`src/rtl/dpram_stream_reader.sv`:
```
// dpram_stream_reader
//   Read-side master for a block-RAM dual-port buffer. A frame is a start
//   address plus a word count. The block issues reads on the RAM read port,
//   absorbs the RAM's one-cycle registered read latency with a 2-entry
//   buffer, and streams the words out in address order as valid/ready with an
//   end-of-frame marker.
//
// Ports
//   clk         clock, shared with the RAM read port (clkb)
//   resetn      synchronous active-low reset
//   start       one-cycle frame request, only honoured while idle
//   start_addr  first RAM address (sampled with start)
//   length      words to read (sampled with start), saturates at RAM depth
//   busy        frame in progress (RUN or FINISH)
//   done        one-cycle pulse after the final word is accepted
//   ram_reb     RAM read enable
//   ram_addrb   RAM read address, wraps past the top of the RAM
//   ram_doutb   RAM read data, valid the cycle after ram_reb
//   m_valid     stream word valid
//   m_ready     downstream accept
//   m_data      stream word
//   m_last      final word of the frame
//   dbg_state   FSM state (0 IDLE, 1 RUN, 2 FINISH)
//
// Handshake: a word transfers on a rising clk edge where m_valid & m_ready.
// m_valid is a pure function of registered state (never of m_ready); once
// raised it stays high, with m_data/m_last stable, until the word transfers.
module dpram_stream_reader #(
  parameter int DATA_WIDTH    = 16,
  parameter int ADDRESS_WIDTH = 5
) (
  input  logic                     clk,
  input  logic                     resetn,
  input  logic                     start,
  input  logic [ADDRESS_WIDTH-1:0] start_addr,
  input  logic [ADDRESS_WIDTH:0]   length,
  output logic                     busy,
  output logic                     done,
  output logic                     ram_reb,
  output logic [ADDRESS_WIDTH-1:0] ram_addrb,
  input  logic [DATA_WIDTH-1:0]    ram_doutb,
  output logic                     m_valid,
  input  logic                     m_ready,
  output logic [DATA_WIDTH-1:0]    m_data,
  output logic                     m_last,
  output logic [1:0]               dbg_state
);

  typedef enum logic [1:0] {
    S_IDLE   = 2'd0,
    S_RUN    = 2'd1,
    S_FINISH = 2'd2
  } state_e;

  localparam logic [ADDRESS_WIDTH:0] MAX_LEN = {1'b1, {ADDRESS_WIDTH{1'b0}}};
  localparam logic [ADDRESS_WIDTH:0] ONE     = (ADDRESS_WIDTH+1)'(1);

  state_e                   state_q, state_d;
  logic [ADDRESS_WIDTH-1:0] base_q;
  logic [ADDRESS_WIDTH:0]   len_q;
  logic [ADDRESS_WIDTH:0]   issued_q;
  logic [ADDRESS_WIDTH:0]   accepted_q;
  logic                     inflight_q;
  logic [DATA_WIDTH-1:0]    buf_q [2];
  logic                     rd_ptr_q, wr_ptr_q;
  logic [1:0]               count_q;

  logic                     pop, push, words_left, frame_go;
  logic [2:0]               occ;

  assign m_valid    = (count_q != 2'd0);
  assign m_data     = buf_q[rd_ptr_q];
  assign m_last     = m_valid && (accepted_q == (len_q - ONE));
  assign pop        = m_valid & m_ready;
  assign push       = inflight_q;
  assign words_left = (issued_q != len_q);
  assign frame_go   = (state_q == S_IDLE) && start && (length != '0);
  // The address is derived from the issue count; after a frame the count
  // stays put, so the address holds while idle.
  assign ram_addrb  = base_q + issued_q[ADDRESS_WIDTH-1:0];
  // Buffered words plus the read in flight, minus the word leaving this
  // cycle; a new read is allowed only if its data will find a free slot.
  assign occ        = {1'b0, count_q} + {2'b00, inflight_q} - {2'b00, pop};

  // State register
  always_ff @(posedge clk) begin
    if (!resetn) state_q <= S_IDLE;
    else         state_q <= state_d;
  end

  // Next-state logic
  always_comb begin
    state_d = state_q;
    case (state_q)
      S_IDLE:   if (start) state_d = (length == '0) ? S_FINISH : S_RUN;
      S_RUN:    if (pop && m_last) state_d = S_FINISH;
      S_FINISH: state_d = S_IDLE;
      default:  state_d = S_IDLE;
    endcase
  end

  // Output logic
  always_comb begin
    busy      = (state_q != S_IDLE);
    done      = (state_q == S_FINISH);
    ram_reb   = (state_q == S_RUN) && words_left && (occ < 3'd2);
    dbg_state = state_q;
  end

  // Frame bookkeeping and output buffer
  always_ff @(posedge clk) begin
    if (!resetn) begin
      base_q     <= '0;
      len_q      <= '0;
      issued_q   <= '0;
      accepted_q <= '0;
      inflight_q <= 1'b0;
      buf_q[0]   <= '0;
      buf_q[1]   <= '0;
      rd_ptr_q   <= 1'b0;
      wr_ptr_q   <= 1'b0;
      count_q    <= 2'd0;
    end else begin
      if (frame_go) begin
        base_q     <= start_addr;
        len_q      <= (length > MAX_LEN) ? MAX_LEN : length;
        issued_q   <= '0;
        accepted_q <= '0;
      end else begin
        if (ram_reb) issued_q   <= issued_q + ONE;
        if (pop)     accepted_q <= accepted_q + ONE;
      end
      // ram_doutb is only meaningful the cycle after a read enable.
      inflight_q <= ram_reb;
      if (push) begin
        buf_q[wr_ptr_q] <= ram_doutb;
        wr_ptr_q        <= ~wr_ptr_q;
      end
      if (pop) rd_ptr_q <= ~rd_ptr_q;
      case ({push, pop})
        2'b10:   count_q <= count_q + 2'd1;
        2'b01:   count_q <= count_q - 2'd1;
        default: count_q <= count_q;
      endcase
    end
  end

endmodule

```
`config.mk`:
```
export PLATFORM = sky130hd
export DESIGN_NAME = dpram_stream_reader
export DESIGN_NICKNAME = d
export VERILOG_FILES = /design/src/rtl/dpram_stream_reader.sv
export SDC_FILE = /design/constraint.sdc
export NUM_CORES = 1
export LEC_CHECK = 0
export BUFFER_PORTS_ARGS = -buffer_cell sky130_fd_sc_hd__buf_2
export CELL_PAD_IN_SITES_DETAIL_PLACEMENT = 0
export CELL_PAD_IN_SITES_GLOBAL_PLACEMENT = 1
export CORE_MARGIN = 2
export CORE_UTILIZATION = 46
export DETAILED_ROUTE_END_ITERATION = 10
export PLACE_DENSITY_LB_ADDON = 0.1
export SETUP_SLACK_MARGIN = 0.4
export SLEW_MARGIN = 20
export SYNTH_ARGS = -nofsm -noshare
export SYNTH_HDL_FRONTEND = slang
export SYNTH_SLANG_ARGS = --single-unit
```
`constraint.sdc`:
```
create_clock -name clk -period 6 [get_ports clk]
set_input_delay 1.2 -clock clk [delete_from_list [all_inputs] [get_ports clk]]
set_output_delay 1.2 -clock clk [all_outputs]
set_load 0.05 [all_outputs]
```
==> results.json, run 1 <==
{
  "yosysTopAreaCellShare_pct": 30.6,
  "clk_latency_ns": 0.33,
  "vias": 2132,
  "die_w_um": 86.7,
  "die_h_um": 86.7,
  "synth_seq_cells": 63,
  "synth_top_flop_cell": "edfxtp_1",
  "ys_top_cells_by_area": "edfxtp_1, dfxtp_1, and2_1",
  "status": "finished clean",
  "slowest_stage": "fa_1",
  "worstPathArrival_ns": 3.44,
  "hold_depth": 2,
  "r2r_slack_ns": 3.27,
  "gp_congestion": 0.789,
  "post-cts-setup-buffers": 0,
  "synthTopCellsByCount": "and2_1, edfxtp_1, dfxtp_1, nand2_1, mux2_2",
  "cts-hold-fix-buffers": 0,
  "hp-class": "reg -> reg",
  "synth_top_family_by_area": "simple AND/OR/NAND/NOR gates",
  "synth-seq-area-share_pct": 50.3,
  "syn_area_per_cell_um2": 10.9,
  "synth_xor_area_share_pct": 8.36,
  "grt_pass1_vias": 2065,
  "crit_type": "in -> out",
  "synth_area_mm2": 0.00314,
  "dp_cells": 417,
  "fin_area_mm2": 0.00368,
  "r2r_start": "count_q[1]",
  "dr.first_iter.drc_count": 71,
  "finalClockSkew_ns": 0.00670,
  "cts_tree": "built",
  "crit_fanout": 7,
  "wl_um": 5810,
  "dp_slack_ns": 1.34,
  "p_per_area_mw_per_mm2": 284,
  "via_per_inst": 4.94,
  "synth_compound_area_share_pct": 6.96,
  "async_flop_share_pct": 0,
  "clkSinkCount": 63,
  "rsz0062_at_grt": "no",
  "crit_top_cell": "buf_2",
  "grt_start_max_net_pins": 26,
  "syn_nets": 330,
  "path_clk_slew_ns": 0.07,
  "root_buffer": "clkbuf_8",
  "layout.cells.non_filler": 432,
  "yosysUniqueCellTypes": 43,
  "min_to": "base_q[3]",
  "placed_cell_area_mm2": 0.00350,
  "ant_nets": 0,
  "synth_edf_count": 32,
  "ff2ff_path_depth": 9,
  "path_cells": "buf_2 -> o21ai_1 -> inv_1 -> ha_1 -> nor2_1 -> fa_1 -> nand3b_1 -> a21oi_2 -> buf_2",
  "synth_top_cell_by_area": "edfxtp_1",
  "diodes": 0,
  "cts_resized": 0,
  "finalMaxSlewViolations": 0,
  "grt_first_pass_wirelength_um": 9490,
  "drc_errors": 0,
  "synth-simple-area-share_pct": 19.6,
  "fin_ws_ns": 1.36,
  "slew_headroom_pct": 43.5,
  "end_kind": "primary output",
  "grt_remaining_overflow": 0,
  "report.final.setup_viol": 0,
  "start_kind": "input port",
  "max_freq_mhz": 216,
  "worst_slew_pin_slew_ns": 0.844,
  "fin_nets": 390,
  "drive_gt1_share_pct": 26.7,
  "design.core.area_mm2": 0.00672,
  "power.leakage_nw": 1.61,
  "area_growth_pct": 17.2,
  "cts_made_buffers": 9,
  "peakVddDrop_mv": 0.116,
  "track_usage_pct": 16.4,
  "grt_antenna_before_repair": 0,
  "synthMuxAreaShare_pct": 7.00,
  "wl_per_cell_um": 13.4,
  "fin_crit_ns": 4.64,
  "die-area_mm2": 0.00751,
  "hold_start": "base_q[3]",
  "dp_hpwl_um": 4100,
  "power_mw": 1.05,
  "io_pins": 59,
  "hold_viol": 0,
  "start_util_pct": 46.8,
  "required_ns": 4.80,
  "cpPeakStageDelay_ns": 0.42,
  "synthMostInstantiatedCell": "and2_1",
  "maxCapViolCount": 0,
  "num_rows": 30,
  "synth_adder_area_share_pct": 4.85,
  "fin_setup_tns_ns": 0,
  "htreeDepth": 3,
  "fin_util_pct": 54.8,
  "finalCritPeriodShare_pct": 77.3,
  "cts_buffer_depth": 2,
  "r2r_end": "issued_q[3]",
  "holdWs_ns": 0.479,
  "first_pass_iters": 4,
  "yosys_warnings": 0,
  "portBuffers": 58,
  "postSynthCellCount": 288
}
## worst max-delay path by stage
stage | cells past startpoint | slack [ns] | end | from
2_1_floorplan | 7 | 1.66 | ram_reb | m_ready
3_3_place_gp | 9 | 1.41 | ram_reb | m_ready
3_5_place_dp | 9 | 1.34 | ram_reb | m_ready
4_1_cts | 9 | 1.33 | ram_reb | m_ready
5_1_grt | 9 | 1.14 | ram_reb | m_ready
6_report | 9 | 1.36 | ram_reb | m_ready
## final cells by class
type,count,area (um^2)
Clock inverter,4,46.3
Sequential cell,63,1580
Fill cell,604,3040
Tap cell,80,100
Timing Repair Buffer,59,298
Multi-Input combinational cell,203,1470
Clock buffer,11,141
Inverter,12,45.0
## flip-flops by register name (all words and copies together), names as in the netlist, named ones only
register,count
buf_q,32
accepted_q,6
issued_q,6
len_q,6
base_q,5
count_q,2
dbg_state,2
inflight_q,1
rd_ptr_q,1
wr_ptr_q,1
## routing by layer
layer	GRT usage (%)	vias to the layer above	share of wire [%]
li1	-	1105	-
met1	19.3	973	45
met2	28.5	46	49
met3	4.76	8	4.6
met4	5.82	0	1.3
met5	0	-	0
## power by group
| part | internal [mW] | switching (mW) | total (mW) |
|---|---|---|---|
| combinational | 0.0659 | 0.128 | 0.194 |
| sequential | 0.473 | 0.0191 | 0.492 |
| clock | 0.199 | 0.162 | 0.361 |
## cells by family after synthesis
family | count (synthesis)
simple gates | 112
xor+xnor | 30
flops | 63
mux | 20
compound gates | 30
buf+inv | 22
fa+ha+maj | 11
## cell usage in the layout (no fill, tap or decap), types with 2 or more instances in the layout
cell,count
buf_2,58
and2_1,38
edfxtp_1,32
dfxtp_1,31
nand2_1,26
mux2_2,16
xor2_1,15
xnor2_1,15
nor2_1,13
a21boi_0,13
inv_1,12
clkbuf_8,10
ha_1,9
nand3b_1,6
nand2b_1,5
nand3_1,5
nor4_1,4
a21oi_1,4
mux2i_1,4
or3_1,3
nor2b_1,2
o21ai_1,2
a21o_1,2
or2_2,2
nand4_1,2
fa_1,2
## critical path, delay by kind of cell
family | cells | cell delay, ns
fa+ha+maj | 2 | 0.73
buf+inv | 3 | 0.63
compound gates | 2 | 0.57
simple gates | 2 | 0.32
(Power assumes the default switching activity.)
==> run 2: changes to the inputs <==
- ABC_AREA: not set -> 1
- CORE_UTILIZATION: 46 -> 38
- clock period: 6 -> 4 ns (I/O delays scaled with it)
==> run 2 against run 1 <==
Compared with the run above:
- worst setup slack got worse by 0.83 ns
- first-iteration DRC count is 7.0% higher
- critical path type unchanged
- largest power group unchanged
- sequential power up 50%
==> results.json, run 2 <==
{
  "status": "finished clean",
  "peakVddDrop_mv": 0.157,
  "num_rows": 33,
  "synth_top_cell_by_area": "edfxtp_1",
  "slew_headroom_pct": 50.6,
  "synthMostInstantiatedCell": "nor2_1",
  "htreeDepth": 3,
  "synth-seq-area-share_pct": 49.0,
  "dp_slack_ns": 0.413,
  "clockPowerShare_pct": 38.6,
  "grt_pass1_vias": 2344,
  "die-area_mm2": 0.00925,
  "postSynthCellCount": 366,
  "vias": 2474,
  "grt_antenna_before_repair": 0,
  "p_seq_share_pct": 42.1,
  "rsz0062_at_grt": "no",
  "largest_reg_flops": 32,
  "dp_hpwl_um": 4940,
  "holdWs_ns": 0.459,
  "final_cell_mix": "nor2_1, buf_2, nand2_1",
  "crit_type": "in -> out",
  "ys_top_cells_by_area": "edfxtp_1, dfxtp_1, nor2_1",
  "synthTopCellsByCount": "nor2_1, nand2_1, inv_1, edfxtp_1, dfxtp_1",
  "start_kind": "input port",
  "end_kind": "primary output",
  "final_common_cell": "nor2_1",
  "synth_seq_cells": 63,
  "p_switching_mw": 0.506,
  "fin_ws_ns": 0.529,
  "yosys_warnings": 0,
  "die_w_um": 96.2,
  "design.core.area_mm2": 0.00822,
  "track_usage_pct": 15.9,
  "drc_errors": 0,
  "fin_nets": 473,
  "hold_viol": 0,
  "synth_top_flop_cell": "edfxtp_1",
  "finalCritPeriodShare_pct": 86.8,
  "yosysTopAreaCellShare_pct": 29.8,
  "start_util_pct": 39.3,
  "io_pins": 59,
  "internal-power_mw": 1.25,
  "grt_first_pass_wirelength_um": 11100,
  "cts_made_buffers": 9,
  "finalClockSkew_ns": 0.00567,
  "diodes": 0,
  "swShare_pct": 28.9,
  "gp_congestion": 0.801,
  "syn_nets": 408,
  "worstPathArrival_ns": 2.67,
  "power.leakage_nw": 1.87,
  "maxCapViolCount": 0,
  "required_ns": 3.20,
  "area_growth_pct": 20.5,
  "finalMaxSlewViolations": 0,
  "grt_remaining_overflow": 0,
  "clk_latency_ns": 0.33,
  "yosysUniqueCellTypes": 32,
  "die_h_um": 96.2,
  "dr.first_iter.drc_count": 76,
  "cts_buffer_depth": 2,
  "fin_util_pct": 47.4,
  "fin_crit_ns": 3.47,
  "via_per_inst": 4.57,
  "synth_area_mm2": 0.00323,
  "drive_gt1_share_pct": 26.4,
  "cts-hold-fix-buffers": 0,
  "fill_cells": 820,
  "synth_edf_count": 32,
  "fin_setup_tns_ns": 0,
  "wl_um": 6850,
  "path_clk_slew_ns": 0.07,
  "portBuffers": 58,
  "ant_nets": 0,
  "top_register": "buf_q",
  "max_freq_mhz": 288,
  "crit_fanout": 10,
  "comb_power_share_pct": 19.4,
  "syn_area_per_cell_um2": 8.82,
  "worst_slew_pin_slew_ns": 0.740,
  "async_flop_share_pct": 0,
  "cts_tree": "built",
  "report.final.setup_viol": 0,
  "first_pass_iters": 4,
  "root_buffer": "clkbuf_8",
  "grt_start_max_net_pins": 23,
  "p_per_area_mw_per_mm2": 450,
  "hp-class": "reg -> reg",
  "clkSinkCount": 63,
  "wl_per_cell_um": 12.7
}
run 2: what timing repair did:
item	CTS	global route
cloned	0	0
setup buffers	0	3
pin swaps	0	3
resized for setup	1	5
setup endpoints to repair	1	1
run 2: through the flow:
stage                     area, um^2  power [mW]  std cells
after global routing            3890        1.83        541
final                           3890        1.75        541
after floorplan                 3230        1.00        366
after CTS                       3860        1.76        538
after global placement          3620        1.08        522
after detailed placement        3620        1.08        522
run 2: cells by family after synthesis:
| family | count (synthesis) | synth area share, % |
|---|---|---|
| muxes | 16 | 5.58 |
| xor gates and xnor gates | 15 | 4.07 |
| DFF | 63 | 49.0 |
| AOI/OAI and AO/OA | 38 | 6.51 |
| adders and majority gates | 11 | 4.73 |
| buffers and inverters | 63 | 8.14 |
| and+or+nand+nor | 160 | 22.0 |
run 2: power groups by stage:
| stage | combinational [mW] | sequential [mW] | clock, mW |
|---|---|---|---|
| final | 0.339 | 0.737 | 0.676 |
| after CTS | 0.334 | 0.738 | 0.687 |
| after global routing | 0.373 | 0.741 | 0.716 |
| after global placement | 0.332 | 0.751 | 0 |
| after detailed placement | 0.332 | 0.752 | 0 |
| after floorplan | 0.260 | 0.745 | 0 |
run 2: cell type report:
| class | count | area (um^2) | share of cell area, % |
|---|---|---|---|
| repair buffers | 65 | 345 | 8.87 |
| clock inverters | 4 | 93.8 | 2.41 |
| flip-flops and latches | 63 | 1580 | 40.6 |
| multi-input cells | 240 | 1400 | 35.8 |
| clock buffers | 12 | 145 | 3.73 |
| inverters | 52 | 200 | 5.14 |
| well taps | 105 | 131 | 3.38 |
run 2: final timing paths:
check,start,endpoint,slack (ns),depth (start not counted)
max,m_ready,ram_reb,0.53,10
min,rd_ptr_q,rd_ptr_q,0.46,1
max reg2reg,count_q[0],issued_q[5],1.50,12
min reg2reg,rd_ptr_q,rd_ptr_q,0.46,1
run 2: worst max-delay path, stage by stage:
cell and delay, ns:
buf_2 0.11, nand2_4 0.10, inv_4 0.07, ha_1 0.28
nor2_2 0.13, fa_1 0.47, nor4_4 0.33, nand2_4 0.12
inv_4 0.07, buf_4 0.19
run 2: layer usage:
| metal | wire (um) | part of all wire, % | track usage [%] | up-vias |
|---|---|---|---|---|
| met5 | 0 | 0 | 0 | - |
| met4 | 93 | 1.4 | 6.07 | 0 |
| met3 | 270 | 3.9 | 2.98 | 10 |
| met2 | 3340 | 49 | 28.2 | 40 |
| met1 | 3150 | 46 | 18.8 | 1118 |
| li1 | - | - | - | 1306 |
